## config.mk

```make
export PLATFORM = sky130hd
export DESIGN_NAME = cls_pipe_adder_flat
export DESIGN_NICKNAME = d
export VERILOG_FILES = /design/src/rtl/cls_pipe_adder_if.sv /design/src/rtl/cls_pipe_adder.sv /design/src/flat_wrapper.sv
export SDC_FILE = /design/constraint.sdc
export NUM_CORES = 1
export LEC_CHECK = 0
export ABC_AREA = 1
export CORE_MARGIN = 2
export CORE_UTILIZATION = 30
export CTS_BUF_LIST = sky130_fd_sc_hd__clkbuf_8
export DETAILED_ROUTE_END_ITERATION = 12
export GPL_ROUTABILITY_DRIVEN = 0
export GPL_TIMING_DRIVEN = 0
export SYNTH_ARGS = -nofsm -noshare
export SYNTH_HDL_FRONTEND = slang
export SYNTH_SLANG_ARGS = --single-unit
```

## constraint.sdc

```tcl
create_clock -name clk -period 7.7 [get_ports clk]
set_clock_uncertainty 0.05 [all_clocks]
set_input_delay 1.54 -clock clk [delete_from_list [all_inputs] [get_ports clk]]
set_output_delay 1.54 -clock clk [all_outputs]
set_load 0.03 [all_outputs]
```

## src/rtl/cls_pipe_adder_if.sv

```systemverilog
// Operand and result handshake bundle shared by cls_pipe_adder and whatever drives/consumes it.
interface cls_pipe_adder_if #(
    parameter int WIDTH = 16
);
    logic             in_valid;
    logic             in_ready;
    logic [WIDTH-1:0] a;
    logic [WIDTH-1:0] b;
    logic             carry_start;
    logic             sub;
    logic             out_valid;
    logic             out_ready;
    logic [WIDTH-1:0] sum;
    logic             carry_out;
    logic             overflow;

    modport master (
        output in_valid, a, b, carry_start, sub, out_ready,
        input  in_ready, out_valid, sum, carry_out, overflow
    );

    modport slave (
        input  in_valid, a, b, carry_start, sub, out_ready,
        output in_ready, out_valid, sum, carry_out, overflow
    );
endinterface

```

## src/rtl/cls_pipe_adder.sv

```systemverilog
// Pipelined carry-select add/subtract: one CHUNK-bit slice resolved per stage, one result per clock,
// with a single global enable so the whole pipeline freezes while the consumer stalls.
module cls_pipe_adder #(
    parameter int WIDTH = 16,
    parameter int CHUNK = 4
) (
    input logic             clk,
    input logic             rst,
    cls_pipe_adder_if.slave io
);
    localparam int STAGES = WIDTH / CHUNK;
    localparam int LAST   = STAGES - 1;

    logic             r_valid [STAGES];
    logic [WIDTH-1:0] r_opA   [STAGES];
    logic [WIDTH-1:0] r_opB   [STAGES];
    logic [WIDTH-1:0] r_sum   [STAGES];
    logic             r_carry [STAGES];
    logic             r_aMsb  [STAGES];
    logic             r_bMsb  [STAGES];

    logic             w_validIn [STAGES];
    logic [WIDTH-1:0] w_opAIn   [STAGES];
    logic [WIDTH-1:0] w_opBIn   [STAGES];
    logic [WIDTH-1:0] w_sumIn   [STAGES];
    logic             w_carryIn [STAGES];
    logic             w_aMsbIn  [STAGES];
    logic             w_bMsbIn  [STAGES];
    logic [CHUNK:0]   w_lo0     [STAGES];
    logic [CHUNK:0]   w_lo1     [STAGES];
    logic [CHUNK:0]   w_sel     [STAGES];
    logic [WIDTH-1:0] w_sumNext [STAGES];

    logic             w_en;
    logic [WIDTH-1:0] w_bEff;
    logic             w_cin;

    assign w_bEff = io.sub ? ~io.b : io.b;
    assign w_cin  = io.sub ? 1'b1 : io.carry_start;

    // Stage 0 takes fresh operands; later stages take the previous stage's registers.
    for (genvar k = 0; k < STAGES; k++) begin : g_link
        if (k == 0) begin : g_head
            assign w_validIn[k] = io.in_valid;
            assign w_opAIn[k]   = io.a;
            assign w_opBIn[k]   = w_bEff;
            assign w_sumIn[k]   = '0;
            assign w_carryIn[k] = w_cin;
            assign w_aMsbIn[k]  = io.a[WIDTH-1];
            assign w_bMsbIn[k]  = w_bEff[WIDTH-1];
        end else begin : g_tail
            assign w_validIn[k] = r_valid[k-1];
            assign w_opAIn[k]   = r_opA[k-1];
            assign w_opBIn[k]   = r_opB[k-1];
            assign w_sumIn[k]   = r_sum[k-1];
            assign w_carryIn[k] = r_carry[k-1];
            assign w_aMsbIn[k]  = r_aMsb[k-1];
            assign w_bMsbIn[k]  = r_bMsb[k-1];
        end

        assign w_lo0[k] = {1'b0, w_opAIn[k][k*CHUNK +: CHUNK]} + {1'b0, w_opBIn[k][k*CHUNK +: CHUNK]};
        assign w_lo1[k] = {1'b0, w_opAIn[k][k*CHUNK +: CHUNK]} + {1'b0, w_opBIn[k][k*CHUNK +: CHUNK]}
                        + {{CHUNK{1'b0}}, 1'b1};
        assign w_sel[k] = w_carryIn[k] ? w_lo1[k] : w_lo0[k];
    end

    always_comb begin
        for (int k = 0; k < STAGES; k++) begin
            w_sumNext[k] = w_sumIn[k];
            w_sumNext[k][k*CHUNK +: CHUNK] = w_sel[k][CHUNK-1:0];
        end
    end

    assign w_en = !r_valid[LAST] || io.out_ready;

    // Every stage moves together; empty slots advance as bubbles rather than being squeezed out.
    always_ff @(posedge clk) begin
        if (rst) begin
            for (int k = 0; k < STAGES; k++) begin
                r_valid[k] <= 1'b0;
                r_opA[k]   <= '0;
                r_opB[k]   <= '0;
                r_sum[k]   <= '0;
                r_carry[k] <= 1'b0;
                r_aMsb[k]  <= 1'b0;
                r_bMsb[k]  <= 1'b0;
            end
        end else if (w_en) begin
            for (int k = 0; k < STAGES; k++) begin
                r_valid[k] <= w_validIn[k];
                r_opA[k]   <= w_opAIn[k];
                r_opB[k]   <= w_opBIn[k];
                r_sum[k]   <= w_sumNext[k];
                r_carry[k] <= w_sel[k][CHUNK];
                r_aMsb[k]  <= w_aMsbIn[k];
                r_bMsb[k]  <= w_bMsbIn[k];
            end
        end
    end

    assign io.in_ready  = w_en;
    assign io.out_valid = r_valid[LAST];
    assign io.sum       = r_sum[LAST];
    assign io.carry_out = r_carry[LAST];
    // Reset leaves both sign bits and the sum at zero, so this reads 0 out of reset.
    assign io.overflow  = (r_aMsb[LAST] == r_bMsb[LAST]) && (r_sum[LAST][WIDTH-1] != r_aMsb[LAST]);
endmodule

```

## src/flat_wrapper.sv

```systemverilog
// flat-port wrapper written by rule: the top's interface ports become plain ports
module cls_pipe_adder_flat 
#(
    parameter int WIDTH = 16,
    parameter int CHUNK = 4
)
  (clk, rst, io_in_valid, io_a, io_b, io_carry_start, io_sub, io_out_ready, io_in_ready, io_out_valid, io_sum, io_carry_out, io_overflow);
  cls_pipe_adder_if #(.WIDTH(WIDTH)) io_i ();
  input logic clk;
  input logic rst;
  input wire logic [$bits(io_i.in_valid)-1:0] io_in_valid;
  input wire logic [$bits(io_i.a)-1:0] io_a;
  input wire logic [$bits(io_i.b)-1:0] io_b;
  input wire logic [$bits(io_i.carry_start)-1:0] io_carry_start;
  input wire logic [$bits(io_i.sub)-1:0] io_sub;
  input wire logic [$bits(io_i.out_ready)-1:0] io_out_ready;
  output wire logic [$bits(io_i.in_ready)-1:0] io_in_ready;
  output wire logic [$bits(io_i.out_valid)-1:0] io_out_valid;
  output wire logic [$bits(io_i.sum)-1:0] io_sum;
  output wire logic [$bits(io_i.carry_out)-1:0] io_carry_out;
  output wire logic [$bits(io_i.overflow)-1:0] io_overflow;
  assign io_i.in_valid = io_in_valid;
  assign io_i.a = io_a;
  assign io_i.b = io_b;
  assign io_i.carry_start = io_carry_start;
  assign io_i.sub = io_sub;
  assign io_i.out_ready = io_out_ready;
  assign io_in_ready = io_i.in_ready;
  assign io_out_valid = io_i.out_valid;
  assign io_sum = io_i.sum;
  assign io_carry_out = io_i.carry_out;
  assign io_overflow = io_i.overflow;
  cls_pipe_adder #(.WIDTH(WIDTH), .CHUNK(CHUNK)) u_core (.clk(clk), .rst(rst), .io(io_i));
endmodule
```

# [Yosys cells after proc, flatten, opt, wreduce, memory -nomap -nowiden]
# Memories as Yosys holds them, arrays and structs flattened.
# Cells that the tools add are included.
[totals] ff_bits=0 input_bits=38 elab_cells=88 memories=7 out_inout_bits=20 latch_bits=0 ramBits=208 rom_bits=0
[classes] n_reduce_logical=3 eq_ne=2 mul=0 magnitude_cmp=0 muxes=39 n_div=0 shifts=0 addsub=8 bitwise=29
[mem_list] name="u_core.r_opA" depth=4 word_bits=16 rd=3 rd_clocked_by_memory_dff=0 write_ports=4 line_no="cls_pipe_adder.sv:15" rtl="logic [WIDTH-1:0] r_opA [STAGES];"
[mem_list] name="u_core.r_opB" depth=4 word_bits=16 rd=3 rd_clocked_by_memory_dff=0 write_ports=4 line_no="cls_pipe_adder.sv:16" rtl="logic [WIDTH-1:0] r_opB [STAGES];"
[mem_list] name="u_core.r_sum" depth=4 word_bits=16 rd=4 rd_clocked_by_memory_dff=0 write_ports=4 line_no="cls_pipe_adder.sv:17" rtl="logic [WIDTH-1:0] r_sum [STAGES];"
[mem_list] name="u_core.r_aMsb" depth=4 word_bits=1 rd=4 rd_clocked_by_memory_dff=0 write_ports=4 line_no="cls_pipe_adder.sv:19" rtl="logic r_aMsb [STAGES];"
[mem_list] name="u_core.r_bMsb" depth=4 word_bits=1 rd=4 rd_clocked_by_memory_dff=0 write_ports=4 line_no="cls_pipe_adder.sv:20" rtl="logic r_bMsb [STAGES];"
[mem_list] name="u_core.r_carry" depth=4 word_bits=1 rd=4 rd_clocked_by_memory_dff=0 write_ports=4 line_no="cls_pipe_adder.sv:18" rtl="logic r_carry [STAGES];"
[mem_list] name="1 more memories"
[op_table] operator="16-bit 2-to-1 mux" count=13
[op_table] operator="1-bit OR" count=28
[op_table] operator="1-bit 2-to-1 mux" count=22
[op_table] operator="4-bit by 4-bit adder with 5-bit output" count=4
[op_table] operator="5-bit by 1-bit adder with 5-bit output (second input constant)" count=4
[op_table] operator="5-bit 2-to-1 mux" count=4
[op_table] operator="16-bit NOT" count=1
[op_table] operator="1-bit == test" count=1
[op_table] operator="1-bit logical AND" count=1
[op_table] operator="1-bit zero test" count=1
[op_table] operator="1-bit logical OR" count=1
[op_table] operator="1-bit != test" count=1

# [Depth between registers and ports, before layout]
# Gate-level depths: netlist (run 1).
# An unclocked memory read counts as a cell.
[depth] depth_word=7 ltp_mapped=13 ltp_nobuf=12

# [Worst setup path before layout (run 1)]
# No wires, ideal clock.
[synth_path] kind="input to register" startpoint="in rst" endpoint="mem u_core.r_aMsb[0][0] (enable)" stages=2 arrival_ps=3809 slack_ps=2680 n_path_buf=0 cell_sequence="inv_1 nand3_1"
[synth_lines] element="start: declaration" line_no="flat_wrapper.sv:10" rtl="input logic rst;"
[synth_lines] element="end: declaration" line_no="cls_pipe_adder.sv:19"

# [Final worst setup path (run 1)]
[layout_path] startpoint="in io_out_ready" endpoint="out io_in_ready"
[layout_between] elab_chain_cells=1
[layout_lines] element="start: declaration" line_no="flat_wrapper.sv:16" rtl="input wire logic [$bits(io_i.out_ready)-1:0] io_out_ready;"
[layout_lines] element="1-bit logical OR" line_no="cls_pipe_adder.sv:74" rtl="assign w_en = !r_valid[LAST] || io.out_ready;"
[layout_lines] element="end: declaration" line_no="flat_wrapper.sv:17" rtl="output wire logic [$bits(io_i.in_ready)-1:0] io_in_ready;"
# No other way between the ends.

==> results.sh, run 1 <==
export IMPL_drive_above_1_share_pct=8.633
export IMPL_finalCritPeriodShare_pct=57.20
export IMPL_final_cell_mix="nor2_1, inv_1, edfxtp_1"
export IMPL_pwr_share_comb_pct=16.4
export IMPL_syn_nets=545
export IMPL_synth_compound_area_share_pct=2.058
export IMPL_ys_seq_area_share_pct=59.76
export IMPL_clkSinkCount=98
export IMPL_cts_tree="yes"
export IMPL_dp_cells=756
export IMPL_p_leak_nw=2.620
export IMPL_clk_pin_slew_ns=0.09
export IMPL_yosys_area_share_adder_pct=6.707
export IMPL_die_area_um2=17460
export IMPL_worstPathArrival_ns=2.81
export IMPL_cts_max_level=3
export IMPL_p_per_area_nw_per_um2=186.7
export IMPL_synth_seq_cells=98
export IMPL_cts_resized=0
export IMPL_power_switching_uw=281.8
export IMPL_fin_crit_ns=4.404
export IMPL_routedWlPerCell_um=10.27
export IMPL_die_w_um=132.1
export IMPL_drt_total_wl_um=7931
export IMPL_synth_largest_area_cell="edfxtp_1"
export IMPL_grt_usage_pct=9.635
export IMPL_antennaDiodeCount=0
export IMPL_max_freq_ghz=0.2271
export IMPL_crit_type="input port to primary output"
export IMPL_grt_pass1_wl_um=13370
export IMPL_drtIter0Drc=149
export IMPL_clkLatencyLatePin_ns=0.35
export IMPL_swShare_pct=25.34
export IMPL_area_delta_synth_final_pct=20.96
export IMPL_grt_max_degree=55
export IMPL_worstMarginPinSlew_ns=0.6548
export IMPL_p_seq_share_pct=58.1
export IMPL_initial_core_util_pct=30.89
export IMPL_clockBufferDepth=2
export IMPL_synth_top_family_by_area="simple AND/OR/NAND/NOR gates"
export IMPL_die_h_um=132.1
export IMPL_maxCapViolations=0
export IMPL_antenna_found_initial=0
export IMPL_critPathLaunchType="input port"
export IMPL_synthMuxAreaShare_pct=0.2033
export IMPL_via_count=3102
export IMPL_fin_tns_setup_ns=0
export IMPL_power_internal_uw=830.4
export IMPL_cp_end_kind="primary output"
export IMPL_synthTopCellsByArea="edfxtp_1, nor2_1, inv_1"
export IMPL_max_slew_margin_pct=56.35
export IMPL_cts_root_buf="clkbuf_8"
export IMPL_ir_drop_uv=79.56
export IMPL_final_cells=772
export IMPL_synth_top_area_share_pct=59.76
export IMPL_viasPerCell=4.018
export IMPL_outcome="complete, no violations"
export IMPL_hold_ws_ns=0.5003
export IMPL_layout_commonest_cell="nor2_1"
export IMPL_grt_setup_unrepaired="no"
export IMPL_ys_warn_count=0
export IMPL_coreArea_um2=15940
export IMPL_syn_area_per_cell_um2=10.20
export IMPL_io_buffers=56
export IMPL_dr_pass1_iters=4
export IMPL_hold_buffers=0
export IMPL_setup_violations=0
export IMPL_ios=58
export IMPL_synth_xor_area_share_pct=3.201
export IMPL_remaining_drc_errors=0
export IMPL_critPathMaxFanout=2
export IMPL_hpwl_um=5785
export IMPL_cts_setup_buffers=0
export IMPL_cts_inserted_buffers=9
export IMPL_grt_pass1_vias=3002
export IMPL_postRouteAntennaNets=0
export IMPL_grt_overflow_total=0
export IMPL_yosysUniqueCellTypes=23
export IMPL_slew_viol_final=0
export IMPL_synth_cells=483
export IMPL_rows=46
export IMPL_timing_final_ws_setup_ns=3.296
export IMPL_yosys_area_share_simple_pct=15.70
export IMPL_finalNetCount=613
export IMPL_syn_area_um2=4925
export IMPL_power_total_mw=1.112
export IMPL_pre_cts_ws_ns=3.281
export IMPL_min_path_type="register to register"
export IMPL_finalHoldViolations=0
export IMPL_critPathRequiredTime_ns=6.11
export IMPL_power_frac_clock_pct=25.5
logic make-up after synthesis:
logic type	count (synthesis)
buf+inv	131
mux	1
compound gates	18
fa+ha+maj	24
xor+xnor	18
simple gates	193
flops	98
power by group through the flow:
stage	Sequential (mW)	Combinational, mW	Clock, mW
2_1_floorplan	0.656	0.126	0
3_5_place_dp	0.659	0.184	0
6_report	0.646	0.182	0.284
3_3_place_gp	0.659	0.178	0
5_1_grt	0.651	0.206	0.317
4_1_cts	0.646	0.185	0.295
state kept, by name, indices dropped and copies added, names as in the netlist:
signal and count:
u_core.r_valid 4, u_core.r_aMsb 4, u_core.r_opB 24, u_core.r_carry 4
u_core.r_sum 40, u_core.r_bMsb 1, u_core.r_opA 21
layer usage:
layer  part of all wire [%]  up-vias  track usage, %
met1                     44     1420           11.00
met5                      0        -               0
met4                    2.0        0           4.106
met2                     50       49           17.16
li1                       -     1624               -
met3                    4.0        9           2.345
worst max-delay path, cell delays in order:
cell	delay, ns
clkdlybuf4s50_1	0.45
inv_1	0.07
nand2_2	0.08
clkdlybuf4s50_1	0.67
final cells by class:
| cell class | count | area, µm² |
|---|---|---|
| plain buffers | 28 | 222.7 |
| clock buffers | 9 | 123.9 |
| multi-input cells | 254 | 1385 |
| fillers | 1611 | 9986 |
| well taps | 216 | 270.3 |
| repair buffers | 57 | 588.1 |
| inverters | 103 | 386.6 |
| flip-flops and latches | 98 | 2943 |
| clock inverters | 7 | 37.54 |
synthesized netlist by cell type, drive strengths merged:
cell type and number:
ha 20, xnor2 13, a21oi 13, xor2 5, buf 28, nor2 108
nand4 2, fa 4, nor3b 2, nor3 3, edfxtp 98, inv 103
nand2 64, mux2i 1, nand3 14, o21ai 5
metrics by stage:
step	cell area (µm²)	util, %
CTS	5957	37.36
floorplan	4925	-
global route	5957	37.36
finish	5957	37.36
global placement	5756	36.10
detailed placement	5796	36.35
path summary, 6_finish.rpt:
kind | depth (start not counted) | to | slack (ns) | startpoint
setup / recovery | 4 | io_in_ready | 3.30 | io_out_ready
hold / removal | 2 | u_core.r_opA[0][30] | 0.50 | u_core.r_opA[0][14]
setup reg to reg | 8 | u_core.r_carry[0][1] | 5.62 | u_core.r_opB[0][4]
hold reg to reg | 2 | u_core.r_opA[0][30] | 0.50 | u_core.r_opA[0][14]
Note: power is estimated with default switching activity, not from simulation.
==> run 2, diff against run 1 <==
==> constraint.sdc (replaced) <==
create_clock -name clk -period 4.4 [get_ports clk]
set_clock_uncertainty 0.05 [all_clocks]
set_input_delay 0.88 -clock clk [delete_from_list [all_inputs] [get_ports clk]]
set_output_delay 0.88 -clock clk [all_outputs]
set_load 0.03 [all_outputs]
==> results of run 2 <==
The final DEF is identical to that of run 1. Status: complete, no violations.
Among the figures that moved: setup slack after placement 3.281 ns -> 1.277 ns; setup slack after layout 3.296 ns -> 1.316 ns; register-to-register setup slack 5.62 ns -> 2.32 ns; total power 1.112 mW -> 1.946 mW; worst IR drop on VDD 79.56 µV -> 139.2 µV
==> run 3, diff against run 2 <==
==> constraint.sdc (replaced) <==
create_clock -name clk -period 3.2 [get_ports clk]
set_clock_uncertainty 0.05 [all_clocks]
set_input_delay 0.64 -clock clk [delete_from_list [all_inputs] [get_ports clk]]
set_output_delay 0.64 -clock clk [all_outputs]
set_load 0.03 [all_outputs]
==> run 3 against run 2 <==
Combinational power increased by 38%. Non-clock buffer count stayed put. First-iteration DRC count up 62%. Cell area is 0.53% higher. Global-route usage increased by 0.29 points. Via count decreased by 0.61%. Routed wire length grew 3.5%. Core utilization up 0.20 points. Power is 43% higher. Largest power group unchanged.
==> results.sh, run 3 (synthesis gave the netlist of run 1 again) <==
export IMPL_outcome="complete, no violations"
export IMPL_hpwl_um=5853
export IMPL_initial_core_util_pct=30.89
export IMPL_cts_root_buf="clkbuf_8"
export IMPL_cts_inserted_buffers=9
export IMPL_crit_top_cell="clkdlybuf4s50_1"
export IMPL_worstMarginPinSlew_ns=0.6732
export IMPL_ios=58
export IMPL_p_leak_nw=2.632
export IMPL_cts_resized=0
export IMPL_io_buffers=56
export IMPL_maxCapViolations=0
export IMPL_drt_total_wl_um=8208
export IMPL_setup_violations=0
export IMPL_critical_path_max_stage_delay_ns=0.67
export IMPL_die_h_um=132.1
export IMPL_cts_tree="yes"
export IMPL_fill_cells=1596
export IMPL_area_delta_synth_final_pct=21.60
export IMPL_final_cell_mix="nor2_1, inv_1, edfxtp_1"
export IMPL_finalCritPeriodShare_pct=81.08
export IMPL_critPathLaunchType="input port"
export IMPL_drive_above_1_share_pct=8.993
export IMPL_fin_tns_setup_ns=0
export IMPL_antenna_found_initial=0
export IMPL_rr_endpoint="u_core.r_carry[0][2]"
export IMPL_cp_cell_sequence="clkdlybuf4s50_1, inv_1, nand2_2, clkdlybuf4s50_1"
export IMPL_finish_utilization_pct=37.56
export IMPL_ff2ff_path_depth=8
export IMPL_multiInputGateArea_um2=1385
export IMPL_reg2reg_slack_ns=1.08
export IMPL_post_dp_cell_area_um2=5796
export IMPL_p_per_area_nw_per_um2=466.2
export IMPL_power_total_mw=2.792
export IMPL_grt_max_degree=53
export IMPL_crit_cells=4
export IMPL_slew_viol_final=0
export IMPL_clkSinkCount=98
export IMPL_max_freq_ghz=0.3854
export IMPL_grt_pass1_wl_um=13620
export IMPL_cts_max_level=3
export IMPL_fin_crit_ns=2.594
export IMPL_viasPerCell=3.994
export IMPL_layout_commonest_cell="nor2_1"
export IMPL_ir_drop_uv=224.4
export IMPL_die_area_um2=17460
export IMPL_max_slew_margin_pct=55.12
export IMPL_coreArea_um2=15940
export IMPL_dr_pass1_iters=5
export IMPL_regArea_um2=2943
export IMPL_largest_reg_flops=40
export IMPL_finalHoldViolations=0
export IMPL_rows=46
export IMPL_path_buf_inv=3
export IMPL_top_regs="u_core.r_sum: 40 flops, u_core.r_opB: 24 flops, u_core.r_opA: 21 flops"
export IMPL_grt_pass1_vias=2953
export IMPL_antennaDiodeCount=0
export IMPL_hold_buffers=0
export IMPL_finalInstanceArea_um2=5988
export IMPL_timing_rr_start="u_core.r_opB[0][24]"
export IMPL_finalNetCount=613
export IMPL_cp_slowest_cell="clkdlybuf4s50_1"
export IMPL_die_w_um=132.1
export IMPL_holdCritStartpoint="u_core.r_sum[0][42]"
export IMPL_drtIter0Drc=241
export IMPL_largest_register="u_core.r_sum"
export IMPL_cp_end_kind="primary output"
export IMPL_clockBufferDepth=2
export IMPL_grt_setup_unrepaired="no"
export IMPL_routedWlPerCell_um=10.63
export IMPL_min_path_type="register to register"
export IMPL_clkLatencyLatePin_ns=0.36
export IMPL_crit_type="input port to primary output"
export IMPL_cts_setup_buffers=0
export IMPL_min_path_cells=2
export IMPL_hold_end="u_core.r_sum[0][58]"
export IMPL_postRouteAntennaNets=0
export IMPL_grt_overflow_total=0
export IMPL_clk_pin_slew_ns=0.09
export IMPL_critPathRequiredTime_ns=2.51
export IMPL_crit_family="buffers and inverters"
export IMPL_via_count=3083
export IMPL_critPathMaxFanout=2
export IMPL_remaining_drc_errors=0
export IMPL_grt_usage_pct=9.929
export IMPL_worstPathArrival_ns=1.90
-- run 3: where the power goes --
group / total (mW) / internal [mW] / leakage [nW] / switching [mW]
combinational: 0.440 / 0.202 / 1.37 / 0.238
clock: 0.798 / 0.361 / 0.0987 / 0.437
sequential: 1.55 / 1.52 / 1.16 / 0.0323
total: 2.79 / 2.08 / 2.63 / 0.707
-- run 3: metal layers --
layer  vias up  share of wire [%]  GRT usage, %
met2        55                 50         17.25
met1      1396                 43         11.54
met4         0                2.3         4.952
li1       1622                  -             -
met3        10                4.0         2.230
met5         -                  0             0
-- run 3: final cells by class --
| class | instances | area share [%] |
|---|---|---|
| clock inverters | 7 | 1.149 |
| plain buffers | 28 | 3.719 |
| clock buffers | 9 | 2.069 |
| multi-input cells | 254 | 23.13 |
| well taps | 216 | 4.513 |
| inverters | 103 | 6.456 |
| repair buffers | 57 | 9.820 |
| flip-flops and latches | 98 | 49.14 |
-- run 3: worst min-delay path: cells and delay by family, from the launching register on --
kind                   cells  cell delay (ns)
buffers and inverters      1             0.03
DFF                        1             0.33
and+or+nand+nor            1             0.08
-- run 3: through the flow --
step / hold WS (ns) / setup slack [ns] / instances
2_1_floorplan: 0.4691 / 0.3369 / 483
3_3_place_gp: 0.4726 / -0.7527 / 755
3_5_place_dp: 0.4800 / 0.3543 / 756
4_1_cts: 0.5056 / 0.5973 / 772
5_1_grt: 0.5290 / 0.5694 / 772
6_report: 0.4995 / 0.6056 / 772
-- run 3: worst max-delay path by stage --
stage,start,end
floorplan,io_out_ready,u_core.r_aMsb[0][0]
global placement,io_out_ready,u_core.r_opA[0][13]
detailed placement,io_b[0],u_core.r_carry[0][0]
CTS,io_out_ready,io_in_ready
global route,io_out_ready,io_in_ready
finish,io_out_ready,io_in_ready
==> patch (settings of run 1) <==
`WIDTH` is set to 16 in 3 places; all go to 8.
--- a/src/rtl/cls_pipe_adder_if.sv
+++ b/src/rtl/cls_pipe_adder_if.sv
@@ -1,6 +1,6 @@
 // Operand and result handshake bundle shared by cls_pipe_adder and whatever drives/consumes it.
 interface cls_pipe_adder_if #(
-    parameter int WIDTH = 16
+    parameter int WIDTH = 8
 );
     logic             in_valid;
     logic             in_ready;
--- a/src/rtl/cls_pipe_adder.sv
+++ b/src/rtl/cls_pipe_adder.sv
@@ -1,7 +1,7 @@
 // Pipelined carry-select add/subtract: one CHUNK-bit slice resolved per stage, one result per clock,
 // with a single global enable so the whole pipeline freezes while the consumer stalls.
 module cls_pipe_adder #(
-    parameter int WIDTH = 16,
+    parameter int WIDTH = 8,
     parameter int CHUNK = 4
 ) (
     input logic             clk,
--- a/src/flat_wrapper.sv
+++ b/src/flat_wrapper.sv
@@ -1,7 +1,7 @@
 // flat-port wrapper written by rule: the top's interface ports become plain ports
 module cls_pipe_adder_flat 
 #(
-    parameter int WIDTH = 16,
+    parameter int WIDTH = 8,
     parameter int CHUNK = 4
 )
   (clk, rst, io_in_valid, io_a, io_b, io_carry_start, io_sub, io_out_ready, io_in_ready, io_out_valid, io_sum, io_carry_out, io_overflow);
Ports: changed (resized io_a, io_b and io_sum); port bits go from 58 to 34. The function was not compared with the original's and may differ.
==> patch against run 1 <==
- setup slack improved by 46 ps
- area after synthesis shrank 67%
- sequential share of layout area down 12 points
- wire length decreased by 68%
- sequential cell count fell by 72
- worst hold slack gained 1.4 ps
- cell area down 65%
- die area is 66% lower
- power is 66% lower
- critical path type unchanged
==> patch: results (changes against run 1) <==
Routing
  • Met1 Wirelength: 1220 microns (-65%)
  • Mean routed wirelength per cell: 9.00 microns (-12%)
  • Detailed Route WL: 2520 microns (-68%)
  • Vias/cell: 4.07 (+1.2%)

Clock tree
  • Num CTS Buffers: 3 (-6)
  • Worst-Skew Late Latency: 270 ps (-80 ps)

Global route
  • Routing usage on met2: 14.4% (-2.7 points)
  • Pin count of the biggest net entering global routing: 27 (-51%)
  • First-pass GRT wire length: 4330 microns (-68%)

Power
  • LEAKAGE: 0.936 nW (-64%)

Cells and area
  • Post-layout net count: 245 (-60%)
  • Area growth syn-to-layout: 28.1%
  • Biggest regs: u_core.r_sum: 12 flops, u_core.r_opA: 3 flops, u_core.r_opB: 3 flops
  • Share of cells above drive strength 1: 10.0% (+1.4 points)

Timing
  • PnR worst setup slack: 3340 ps (+45.9 ps)
  • Minimum hold slack: 502 ps (+1.36 ps)

Placement
  • Detailed Place HPWL: 1900 microns (-67%)
  • Buffers on Ports: 32 (-43%)

Setup path
  • Worst path arrival time: 2770 ps (-40 ps)
  • Reg2Reg Setup Slack: 5690 ps (+70 ps)

Synth
  • Synth cell types: 22 (-4.3%)
  • Post-synth EDFFs: 26 (-73%)
  • Post-synthesis sequential area ratio: 48.5% (-11 points)
  • Largest cells by area after synthesis: edfxtp_1 49%, ha_1 7.8%, nand2_1 7.0%
  • Post-Synth Adder-Cell Area: 10.3% (+3.6 points)
  • Syn nets: 208 (-62%)

Status
  • Status: finished clean
## patch: changes by cell type after synthesis, moves of 5 or more
| cell | before | now |
|---|---|---|
| nand2_1 | 62 | 30 |
| a21oi_1 | 13 | 8 |
| nand3_1 | 14 | 8 |
| inv_1 | 102 | 29 |
| buf_6 | 6 | 1 |
| nor2_1 | 106 | 29 |
| ha_1 | 20 | 10 |
| buf_4 | 18 | 8 |
| xnor2_1 | 13 | 5 |
| edfxtp_1 | 98 | 26 |
## patch: report_power, final
part | switching [mW] | internal [mW]
logic | 0.0640 | 0.0560
registers | 0.00602 | 0.175
clock network | 0.0414 | 0.0357
## patch: cell type report
class	count	area share, %
Clock buffer	3	2.00
Timing Repair Buffer	32	15.5
Clock inverter	1	0.182
Multi-Input combinational cell	107	30.8
Sequential cell	26	37.9
Tap cell	70	4.25
Inverter	30	5.46
Buffer	11	3.94
## patch: tightest hold or removal path, cell delays in order, from the launching register on
cell	delay, ps
edfxtp_1	330
inv_1	30
nor2_1	80
